$ cat src/rtl/load_unit_pkg.sv
// Shared constants, load func3 codes, FSM encodings and request helpers for the
// data-BRAM load path.
package load_unit_pkg;

  localparam int ADDR_WIDTH_P = 12;
  localparam int DATA_WIDTH_P = 32;

  localparam logic [2:0] F3_LB  = 3'b000;
  localparam logic [2:0] F3_LH  = 3'b001;
  localparam logic [2:0] F3_LW  = 3'b010;
  localparam logic [2:0] F3_LBU = 3'b100;
  localparam logic [2:0] F3_LHU = 3'b101;

  localparam logic [1:0] S_IDLE  = 2'd0;
  localparam logic [1:0] S_RD_LO = 2'd1;
  localparam logic [1:0] S_RD_HI = 2'd2;
  localparam logic [1:0] S_DONE  = 2'd3;

  typedef struct packed {
    logic [2:0] func3;
    logic [1:0] offset;
    logic       split;
  } ld_req_t;

  function automatic logic f3_legal(input logic [2:0] f3);
    case (f3)
      F3_LB, F3_LH, F3_LW, F3_LBU, F3_LHU: f3_legal = 1'b1;
      default:                             f3_legal = 1'b0;
    endcase
  endfunction

  // True when offset + size runs past the end of the addressed word.
  function automatic logic f3_split(input logic [2:0] f3, input logic [1:0] off);
    case (f3)
      F3_LH, F3_LHU: f3_split = (off == 2'd3);
      F3_LW:         f3_split = (off != 2'd0);
      default:       f3_split = 1'b0;
    endcase
  endfunction

endpackage

$ cat src/rtl/load_extend.sv
// Combinational byte/halfword/word extraction and sign/zero extension from a
// little-endian two-word window.
module load_extend
  import load_unit_pkg::*;
#(
  parameter int DATA_WIDTH = DATA_WIDTH_P
) (
  input  logic [2*DATA_WIDTH-1:0] pair_i,
  input  logic [1:0]              offset_i,
  input  logic [2:0]              func3_i,
  output logic [DATA_WIDTH-1:0]   data_o
);

  logic [DATA_WIDTH-1:0] win;

  assign win = DATA_WIDTH'(pair_i >> {offset_i, 3'b000});

  always_comb begin
    data_o = '0;
    case (func3_i)
      F3_LB:  data_o = {{(DATA_WIDTH-8){win[7]}}, win[7:0]};
      F3_LH:  data_o = {{(DATA_WIDTH-16){win[15]}}, win[15:0]};
      F3_LW:  data_o = win;
      F3_LBU: data_o = {{(DATA_WIDTH-8){1'b0}}, win[7:0]};
      F3_LHU: data_o = {{(DATA_WIDTH-16){1'b0}}, win[15:0]};
      default: data_o = '0;
    endcase
  end

endmodule

$ cat src/rtl/load_unit.sv
// Multi-cycle load FSM: issues one or two BRAM word reads per request, splitting
// accesses that cross a word boundary, and registers the extended result.
module load_unit
  import load_unit_pkg::*;
#(
  parameter int ADDR_WIDTH = ADDR_WIDTH_P,
  parameter int DATA_WIDTH = DATA_WIDTH_P
) (
  input  logic                  clk,
  input  logic                  rst,
  input  logic                  req_valid,
  output logic                  req_ready,
  input  logic [DATA_WIDTH-1:0] req_addr,
  input  logic [2:0]            req_func3,
  output logic [ADDR_WIDTH-1:0] mem_r_addr,
  output logic                  mem_r_enb,
  input  logic [DATA_WIDTH-1:0] mem_r_dat,
  output logic                  load_valid,
  output logic [DATA_WIDTH-1:0] load_data,
  output logic                  load_err,
  output logic                  busy
);

  logic [1:0]            state_q, state_d;
  ld_req_t               req_q;
  logic [ADDR_WIDTH-3:0] waddr_q;
  logic [DATA_WIDTH-1:0] lo_word_q, lo_word_d;
  logic [DATA_WIDTH-1:0] hi_word_q, hi_word_d;
  logic [DATA_WIDTH-1:0] load_data_q;
  logic                  load_valid_q, load_err_q;
  logic [DATA_WIDTH-1:0] ext_data;
  logic                  acc_legal, acc_split;
  logic                  unused_addr_hi;

  assign unused_addr_hi = ^req_addr[DATA_WIDTH-1:ADDR_WIDTH];

  assign acc_legal = f3_legal(req_func3);
  assign acc_split = f3_split(req_func3, req_addr[1:0]);

  assign req_ready  = (state_q == S_IDLE);
  assign busy       = (state_q != S_IDLE);
  assign load_valid = load_valid_q;
  assign load_data  = load_data_q;
  assign load_err   = load_err_q;

  // The first read goes out in the acceptance cycle so the BRAM data lands in RD_LO.
  always_comb begin
    state_d    = state_q;
    mem_r_enb  = 1'b0;
    mem_r_addr = '0;
    case (state_q)
      S_IDLE: begin
        if (req_valid && rst) begin
          if (acc_legal) begin
            mem_r_enb  = 1'b1;
            mem_r_addr = {req_addr[ADDR_WIDTH-1:2], 2'b00};
            state_d    = S_RD_LO;
          end else begin
            state_d    = S_DONE;
          end
        end
      end
      S_RD_LO: begin
        if (req_q.split) begin
          mem_r_enb  = 1'b1;
          mem_r_addr = {waddr_q + 1'b1, 2'b00};
          state_d    = S_RD_HI;
        end else begin
          state_d    = S_DONE;
        end
      end
      S_RD_HI: state_d = S_DONE;
      S_DONE:  state_d = S_IDLE;
      default: state_d = S_IDLE;
    endcase
  end

  // Extension works on the words as they will be after this edge, so the
  // result is ready in the same cycle load_valid rises.
  always_comb begin
    lo_word_d = lo_word_q;
    hi_word_d = hi_word_q;
    if (state_q == S_RD_LO) begin
      lo_word_d = mem_r_dat;
      hi_word_d = '0;
    end else if (state_q == S_RD_HI) begin
      hi_word_d = mem_r_dat;
    end
  end

  load_extend #(
    .DATA_WIDTH(DATA_WIDTH)
  ) u_ext (
    .pair_i  ({hi_word_d, lo_word_d}),
    .offset_i(req_q.offset),
    .func3_i (req_q.func3),
    .data_o  (ext_data)
  );

  always_ff @(posedge clk or negedge rst) begin
    if (!rst) begin
      state_q      <= S_IDLE;
      req_q        <= '0;
      waddr_q      <= '0;
      lo_word_q    <= '0;
      hi_word_q    <= '0;
      load_data_q  <= '0;
      load_valid_q <= 1'b0;
      load_err_q   <= 1'b0;
    end else begin
      state_q      <= state_d;
      lo_word_q    <= lo_word_d;
      hi_word_q    <= hi_word_d;
      load_valid_q <= (state_d == S_DONE);
      load_err_q   <= 1'b0;
      case (state_q)
        S_IDLE: begin
          if (req_valid) begin
            req_q.func3  <= req_func3;
            req_q.offset <= req_addr[1:0];
            req_q.split  <= acc_split && acc_legal;
            waddr_q      <= req_addr[ADDR_WIDTH-1:2];
            if (!acc_legal) begin
              load_data_q <= '0;
              load_err_q  <= 1'b1;
            end
          end
        end
        S_RD_LO: if (!req_q.split) load_data_q <= ext_data;
        S_RD_HI: load_data_q <= ext_data;
        default: ;
      endcase
    end
  end

endmodule
$ cat config.mk
export PLATFORM = sky130hd
export DESIGN_NAME = load_unit
export DESIGN_NICKNAME = d
export VERILOG_FILES = /design/src/rtl/load_unit_pkg.sv /design/src/rtl/load_extend.sv /design/src/rtl/load_unit.sv
export SDC_FILE = /design/constraint.sdc
export NUM_CORES = 1
export LEC_CHECK = 0
export CORE_MARGIN = 2
export CORE_UTILIZATION = 35
export DETAILED_ROUTE_END_ITERATION = 7
export GPL_TIMING_DRIVEN = 0
export SYNTH_ARGS = -nofsm -noshare
export SYNTH_HDL_FRONTEND = slang
export SYNTH_SLANG_ARGS = --single-unit
export TNS_END_PERCENT = 20
$ cat constraint.sdc
create_clock -name clk -period 4.55 [get_ports clk]
set_clock_uncertainty 0.05 [all_clocks]
set_input_delay 0.6825 -clock clk [delete_from_list [all_inputs] [get_ports clk]]
set_output_delay 0.6825 -clock clk [all_outputs]
set_load 0.005 [all_outputs]
* After elaboration in Yosys (flattened, before gate mapping) *
Cells that the tools add are included.

word-level totals
  register bits after elaboration = 116
  input port bits = 70

operators by class
  $add $sub $neg = 1
  equality and inequality tests = 16
  shift operators = 1
  mux-type cells = 25
  reductions and logical operators = 12

operator list
  cell                                                                    count
  32-bit two-way mux                                                      6
  32-bit one-hot mux with 5 select lines                                  1
  32-bit one-hot mux with 3 select lines                                  1
  64-bit by 5-bit >> shifter with 32-bit output                           1
  12-bit two-way mux                                                      3
  12-bit one-hot mux with 2 select lines                                  1
  3-bit equality test (second input constant)                             4
  10-bit by 1-bit adder with 10-bit output (second input constant)        1
  2-bit equality test (second input constant)                             4
  1-bit two-way mux                                                       8
  2-bit one-hot mux with 4 select lines                                   1
  3-bit by 1-bit equality test with 1-bit output (second input constant)  2
  3-bit by 2-bit equality test with 1-bit output (second input constant)  2
  3-bit logical NOT                                                       2
  2-bit != test (second input constant)                                   3
  5-bit OR reduction                                                      1
  2-bit two-way mux                                                       2
  1-bit one-hot mux with 2 select lines                                   2
  4-bit AND reduction                                                     1
  2-bit nonzero test                                                      2
  3-bit nonzero test                                                      1
  2-bit by 1-bit equality test with 1-bit output (second input constant)  1
  1-bit logical AND                                                       2
  2-bit logical NOT                                                       1
  other kinds (2)                                                         2

* Longest topological paths before layout *
Gate-level depths: netlist (run 1).

  word-level depth = 7
  depth in mapped cells = 10
  gate-level depth less buffers = 7

* Hierarchy *
From an unflattened synthesis (run 1), not the netlist that was laid out.

unflattened totals
  cells, all modules = 532
  area, all modules = 6,293.5 um2

by module, submodules not included
  module       times used  cells each  area an instance (um2)
  load_unit    1           417         5,073.6
  load_extend  1           115         1,219.9

* Worst setup path after synthesis (run 1) *
OpenSTA, ideal clock, no wires.

  path type = reg-to-output
  from = register state_q[1]
  to = output mem_r_addr[10]
  arrival = 2,043 ps
  data required time = 3,818 ps
  slack = 1,775 ps
  cell stages (with the launch flop) = 9
  buffers on the path = 4
  cell sequence = dfrtp_1 -> inv_1 -> ha_1 -> buf_2 -> buf_1 -> buf_2 -> clkbuf_1 -> nand2_1 -> o21ai_0

between the ends
  word-level cells in the longest chain between the ends = 2
  elaborated cells on any way between the ends = 3
  classes of those cells = eq/ne (1); mux (1); reduce/logical (1)

ends and longest elaborated chain
  what                                                                                        line              source
  from (decl)                                                                                 load_unit.sv:24   logic [1:0] state_q, state_d;
  from (signal assigned)                                                                      load_unit.sv:111  state_q <= state_d;
  2-bit by 1-bit equality test with 1-bit output / 2-bit logical NOT (equally long branches)  load_unit.sv:51   case (state_q)
  12-bit one-hot mux with 2 select lines *                                                    load_unit.sv:51
  to (decl)                                                                                   load_unit.sv:15   output logic [ADDR_WIDTH-1:0] mem_r_addr,

Mark *: on every way between the ends. The rest lies on a longest branch, timed or not.

* Worst setup path after layout (run 1) *
  from = register state_q[1]
  to = output mem_r_addr[7]

The elaborated chain is that of the path after synthesis.

==> results by group, run 1 <==
Run status
  • Outcome: finished, final reports clean

Global routing
  • Vias in the first global route: 4869
  • First-pass GRT wire length: 28.4 mm
  • Largest net degree at the start of global routing: 56
  • GRT overflow: 0
  • Initial antenna violation count: 0
  • GRT Util Overall: 0.208

Floorplan
  • Site Rows: 47
  • Die area: 18000 um2
  • Initial Util: 0.359
  • Core area: 16600 um2
  • Die Span Y: 134 um
  • Chip width: 134 um
  • Ports: 119

CTS
  • Setup bufs post-CTS: 0
  • Num Clock Sinks: 108
  • Hold_buf cts: 0
  • CTS root buf: clkbuf_16
  • Cts repair resizes: 0
  • CTS tree: done
  • Clk_lat worst skew: 360 ps
  • Max clock buf depth: 2
  • Cts bufs inserted: 9
  • Clk pin slew, worst setup/hold paths: 70 ps
  • Htree depth: 3

Setup path
  • Delay-heaviest family, CP: buffers and inverters
  • Most used cell, CP: buf_2
  • Flop-to-flop setup slack: 1470 ps
  • CP startpoint: state_q[1]
  • RR Endpoint: load_data[23]
  • RR Startpoint: state_q[1]
  • Worst r2r path cells: 9
  • Worst path slowest cell: clkdlybuf4s50_1
  • Worst Setup End Kind: output pin
  • CP Cell Sequence: inv_1, ha_1, buf_2, buf_2, clkbuf_1, nand2_1, o21ai_0, clkdlybuf4s50_1
  • Crit-path max FO: 18
  • Crit path buffers/inverters: 5
  • Critical path endpoint: mem_r_addr[7]
  • Levels on crit path: 8
  • Crit Path Class: reg2out
  • Startpoint type of the worst setup path: register
  • Data required, critical path: 3820 ps
  • Max incr delay on CP: 530 ps
  • Critical Path AT: 3260 ps

Worst hold path
  • HP Class: in2async

Cells and area
  • Final net count: 704
  • Ratio of cells with drive above 1 in the final layout: 0.191
  • Non-filler instance count after layout: 854
  • Most common cell after layout, fill and taps aside: dfrtp_1
  • Ant diodes: 0
  • Commonest non-fill, non-tap cells in the layout: dfrtp_1 (108), clkdlybuf4s50_1 (95), mux2_2 (50)
  • Layout Area Growth over Synthesis: 26.2%

Timing
  • Final setup margin: 562 ps
  • Slew margin rel.: 0.463
  • Max Clk Rate: 0.251 GHz
  • Final setup vio count: 0
  • Unrepaired setup endpoints after global routing: no
  • Least-Margin Pin Slew: 800 ps
  • Final min period: 3990 ps
  • Setup tns final: 0 ps
  • Final period util: 0.877
  • Fin. Hold Viols: 0
  • Final Max Tran Viols: 0
  • Hold Slack: 328 ps

Detailed routing
  • WL met2: 8.64 mm
  • TritonRoute pass-1 iters: 5
  • Vias/cell: 5.57
  • DRT met1 WL: 7.98 mm
  • Antenna-violating nets left: 0
  • WL per Instance: 21.3 um
  • Top sig layer: met4
  • Met3 Wirelength: 1.28 mm
  • Total Wirelength: 18.2 mm
  • Vias: 4760
  • Iteration-0 DRC Markers: 446
  • DRC violations left: 0

Placed design
  • DP HPWL: 13.2 mm
  • Setup WS pre-CTS: 499 ps
  • GP Congestion: 0.910
  • Input/output buffers: 96
  • Total placed cells including tap cells: 839

Synthesis
  • Mean Syn Cell Area: 11.4 um2
  • Synth Cell Area: 5950 um2
  • FF+latch count, synth: 108
  • Yosys warnings: 0
  • Mapped Cells: 521
  • Netlist cell types: 49
  • EDFF count, synth: 0
  • Register area share after synthesis: 0.454
  • Post-synth top flop: dfrtp_1
  • Synth async-reset ratio: 1.00

Pwr
  • Leakage: 3.13 nW
  • PD cells: 755 nW/um2
  • Max rail drop VDD: 0.281 mV
  • Final Power: 5.66 mW

Flow run
  • Max-cap violations: 0
cell usage after synthesis (7+ instances only):
| master | n | area, um2 |
|---|---|---|
| nand3_1 | 12 | 60.1 |
| mux2i_1 | 28 | 280 |
| buf_2 | 12 | 60.1 |
| a22o_1 | 7 | 61.3 |
| mux2_2 | 50 | 563 |
| nor3_1 | 9 | 45.0 |
| inv_1 | 10 | 37.5 |
| a21oi_1 | 13 | 65.1 |
| nor2_1 | 49 | 184 |
| dfrtp_1 | 108 | 2700 |
| a221o_1 | 12 | 120 |
| o21ai_0 | 37 | 185 |
| clkbuf_1 | 17 | 63.8 |
| mux4_2 | 30 | 676 |
| nand2_1 | 47 | 176 |
cells by family (layout without fill, tap and decap cells):
| logic type | Yosys count | after routing | synth area share |
|---|---|---|---|
| simple gates | 140 | 140 | 0.104 |
| xor+xnor | 8 | 8 | 0.0118 |
| fa+ha+maj | 5 | 5 | 0.0105 |
| flops | 108 | 108 | 0.454 |
| buf+inv | 50 | 162 | 0.0404 |
| mux | 108 | 108 | 0.255 |
| other cells | 1 | 2 | 0.000631 |
| compound gates | 101 | 101 | 0.123 |
layer usage:
layer,global-route usage,vias up
met3,0.0416,26
met5,0,-
li1,-,2133
met2,0.329,196
met4,0.0678,0
met1,0.289,2405
layout make-up:
| cell class | count | area (um2) |
|---|---|---|
| Buffer | 39 | 199 |
| Clock buffer | 10 | 229 |
| Clock inverter | 6 | 65.1 |
| Fill cell | 1548 | 9080 |
| Inverter | 10 | 37.5 |
| Multi-Input combinational cell | 364 | 3010 |
| Sequential cell | 108 | 2700 |
| Tap cell | 220 | 275 |
| Timing Repair Buffer | 97 | 986 |
how the worst min path moves through the flow:
stage          cells after the start         start            end  slack [ps]
6_report                           1           rst  load_data[27]         330
5_1_grt                            1           rst  load_data[27]         390
4_1_cts                            1           rst  load_data[27]         360
3_5_place_dp                       2  load_data[1]   load_data[1]         420
3_3_place_gp                       2  load_data[1]   load_data[1]         420
2_1_floorplan                      0           rst   hi_word_q[0]         340
metrics by stage:
step,util,area (um2)
final,0.452,7500
after global placement,0.433,7190
after detailed placement,0.435,7210
after CTS,0.453,7510
after global routing,0.452,7500
after floorplan,-,5950
report_power, final:
part	total, mW	leakage (nW)	switching [mW]	internal [mW]
Combinational	3.19	1.64	1.69	1.50
Sequential	1.68	1.36	0.290	1.39
Clock	0.791	0.131	0.365	0.426
Total	5.66	3.13	2.35	3.32
registers in the layout, summed over array words and instances (netlist names):
| register | cells |
|---|---|
| hi_word_q | 24 |
| lo_word_q | 32 |
| load_data | 32 |
| load_err | 1 |
| load_valid | 1 |
| req_q | 6 |
| state_q | 2 |
| waddr_q | 10 |
Note: power is estimated with default switching activity, not from simulation.
==> inputs of run 2 (changes only) <==
- CORE_MARGIN: 2 -> unset
- SKIP_LAST_GASP: unset -> 1
==> run 2 against run 1 <==
Net effect: global-route usage increased by 1.1 points; first-iteration DRC count fell by 23%; cell count is 0.12% lower; wire length grew 1.2%; non-clock buffer count is the same; critical path type is now in2out; critical endpoint is now mem_r_addr[11]; largest power group unchanged; highest routed layer unchanged.
==> results by group, run 2 (synthesis results as in run 1) <==
Run status
  • Outcome: finished, final reports clean

CTS
  • Num Clock Sinks: 108 (unchanged)
  • CTS tree: done
  • Clk_lat worst skew: 350 ps (about the same)
  • Cts repair resizes: 0 (unchanged)
  • Htree depth: 3 (unchanged)
  • Clk pin slew, worst setup/hold paths: 70 ps (about the same)
  • CTS root buf: clkbuf_16
  • Max clock buf depth: 2 (unchanged)
  • Setup bufs post-CTS: 0 (unchanged)
  • Hold_buf cts: 0 (unchanged)
  • Cts bufs inserted: 9 (unchanged)

Cells and area
  • Commonest non-fill, non-tap cells in the layout: dfrtp_1 (108), clkdlybuf4s50_1 (95), mux2_2 (50)
  • Finished Cell Area: 7500 um2 (about the same)
  • Final net count: 704 (unchanged)
  • Layout Area Growth over Synthesis: 26.1% (about the same)
  • Ant diodes: 0 (unchanged)
  • Most common cell after layout, fill and taps aside: dfrtp_1
  • Non-filler instance count after layout: 853 (-0.12%)
  • Ratio of cells with drive above 1 in the final layout: 0.190 (-0.00128)
  • Layout fillers: 1549 (+0.065%)

Timing
  • Final period util: 0.892 (+0.0157)
  • Final setup vio count: 0 (unchanged)
  • Max Clk Rate: 0.246 GHz (-1.8%)
  • Hold Slack: 314 ps (-13.6 ps)
  • Unrepaired setup endpoints after global routing: no
  • Slew margin rel.: 0.431 (-0.0312)
  • Setup tns final: 0 ps (unchanged)
  • Least-Margin Pin Slew: 850 ps (+49.8 ps)
  • Fin. Hold Viols: 0 (unchanged)
  • Final min period: 4060 ps (+71.4 ps)
  • Final Max Tran Viols: 0 (unchanged)

Placed design
  • Input/output buffers: 96 (unchanged)
  • DP HPWL: 13.2 mm (+0.44%)
  • GP Congestion: 0.860 (-5.5%)
  • Placed inst area: 7210 um2 (unchanged)
  • Total placed cells including tap cells: 839 (unchanged)

Detailed routing
  • Vias: 4811 (+1.1%)
  • Iteration-0 DRC Markers: 345 (-23%)
  • WL per Instance: 21.6 um (+1.4%)
  • Total Wirelength: 18.4 mm (+1.2%)
  • TritonRoute pass-1 iters: 4 (-1)
  • Vias/cell: 5.64 (+1.2%)
  • Antenna-violating nets left: 0 (unchanged)
  • DRC violations left: 0 (unchanged)

Setup path
  • Worst r2r path cells: 8 (-1)
  • RR Startpoint: state_q[1]
  • Worst Setup End Kind: output pin
  • Startpoint type of the worst setup path: input pin
  • Flop-to-flop setup slack: 1470 ps (about the same)
  • Crit Path Class: in2out
  • Data required, critical path: 3820 ps (about the same)
  • Crit-path max FO: 62 (+44)
  • Critical Path AT: 3330 ps (+70 ps)
  • RR Endpoint: load_data[23]

Flow run
  • Max-cap violations: 0 (unchanged)

Floorplan
  • Site Rows: 47 (unchanged)
  • Initial Util: 0.359 (unchanged)
  • Chip width: 132 um (-1.5%)
  • Die area: 17500 um2 (-3.0%)
  • Core area: 16600 um2 (unchanged)
  • Die Span Y: 132 um (-1.5%)
  • Ports: 119 (unchanged)

Global routing
  • Largest net degree at the start of global routing: 63 (+13%)
  • Initial antenna violation count: 0 (unchanged)
  • First-pass GRT wire length: 29.0 mm (+2.3%)
  • Vias in the first global route: 5010 (+2.9%)
  • GRT overflow: 0 (unchanged)
  • GRT Util Overall: 0.219 (+0.0106)

Pwr
  • PD cells: 757 nW/um2 (+0.33%)
  • Leakage: 3.15 nW (+0.48%)
  • Max rail drop VDD: 0.290 mV (+3.2%)
  • Final Power: 5.68 mW (+0.30%)

Worst hold path
  • HP Class: in2async
==> run 2: area by class of cell <==
| type | count | area (um2) | share of cell area |
|---|---|---|---|
| inverter | 10 | 37.5 | 0.00501 |
| sequential | 108 | 2700 | 0.360 |
| tap | 220 | 275 | 0.0367 |
| buffer | 39 | 199 | 0.0265 |
| timing repair buffer | 97 | 986 | 0.131 |
| clock buffer | 11 | 243 | 0.0324 |
| clock inverter | 4 | 48.8 | 0.00651 |
| multi-input combinational | 364 | 3010 | 0.401 |
==> run 2: how the worst max path moves through the flow <==
stage / slack, ps / to / cells past startpoint / startpoint
3_3_place_gp: -3290 / mem_r_addr[7] / 7 / rst
6_report: 490 / mem_r_addr[11] / 8 / rst
4_1_cts: 90 / mem_r_addr[11] / 9 / state_q[1]
5_1_grt: 140 / mem_r_addr[11] / 8 / rst
3_5_place_dp: 430 / mem_r_addr[11] / 8 / rst
2_1_floorplan: 1770 / mem_r_addr[10] / 8 / state_q[1]
==> run 2: through the flow <==
stage               setup WS, ps  utilization
floorplan                   1770            -
global placement           -3290        0.433
detailed placement           428        0.435
CTS                         91.6        0.452
global route                 136        0.452
finish                       490        0.452
==> run 2: where the power goes <==
part | total, mW | internal, mW | switching (mW)
Clock | 0.794 | 0.440 | 0.354
Combinational | 3.21 | 1.50 | 1.71
Sequential | 1.68 | 1.39 | 0.287
==> run 2: layer usage <==
metal | share of wire | vias to the layer above | track usage
met5 | 0 | - | 0
met4 | 0.019 | 0 | 0.0754
met2 | 0.48 | 188 | 0.358
met3 | 0.063 | 30 | 0.0400
li1 | - | 2137 | -
met1 | 0.44 | 2456 | 0.292
==> run 2: critical path, cell delays in order <==
cell and delay, ps:
buf_4 510, buf_16 360, nand2_1 180, nor3b_1 420, clkbuf_1 380, nand2_1 90, o21ai_0 90, clkdlybuf4s50_1 550
==> inputs of run 3 (changes only) <==
- TNS_END_PERCENT: 20 -> 30
==> results of run 3 <==
The final DEF is identical to that of run 2; final timing and power are the same.
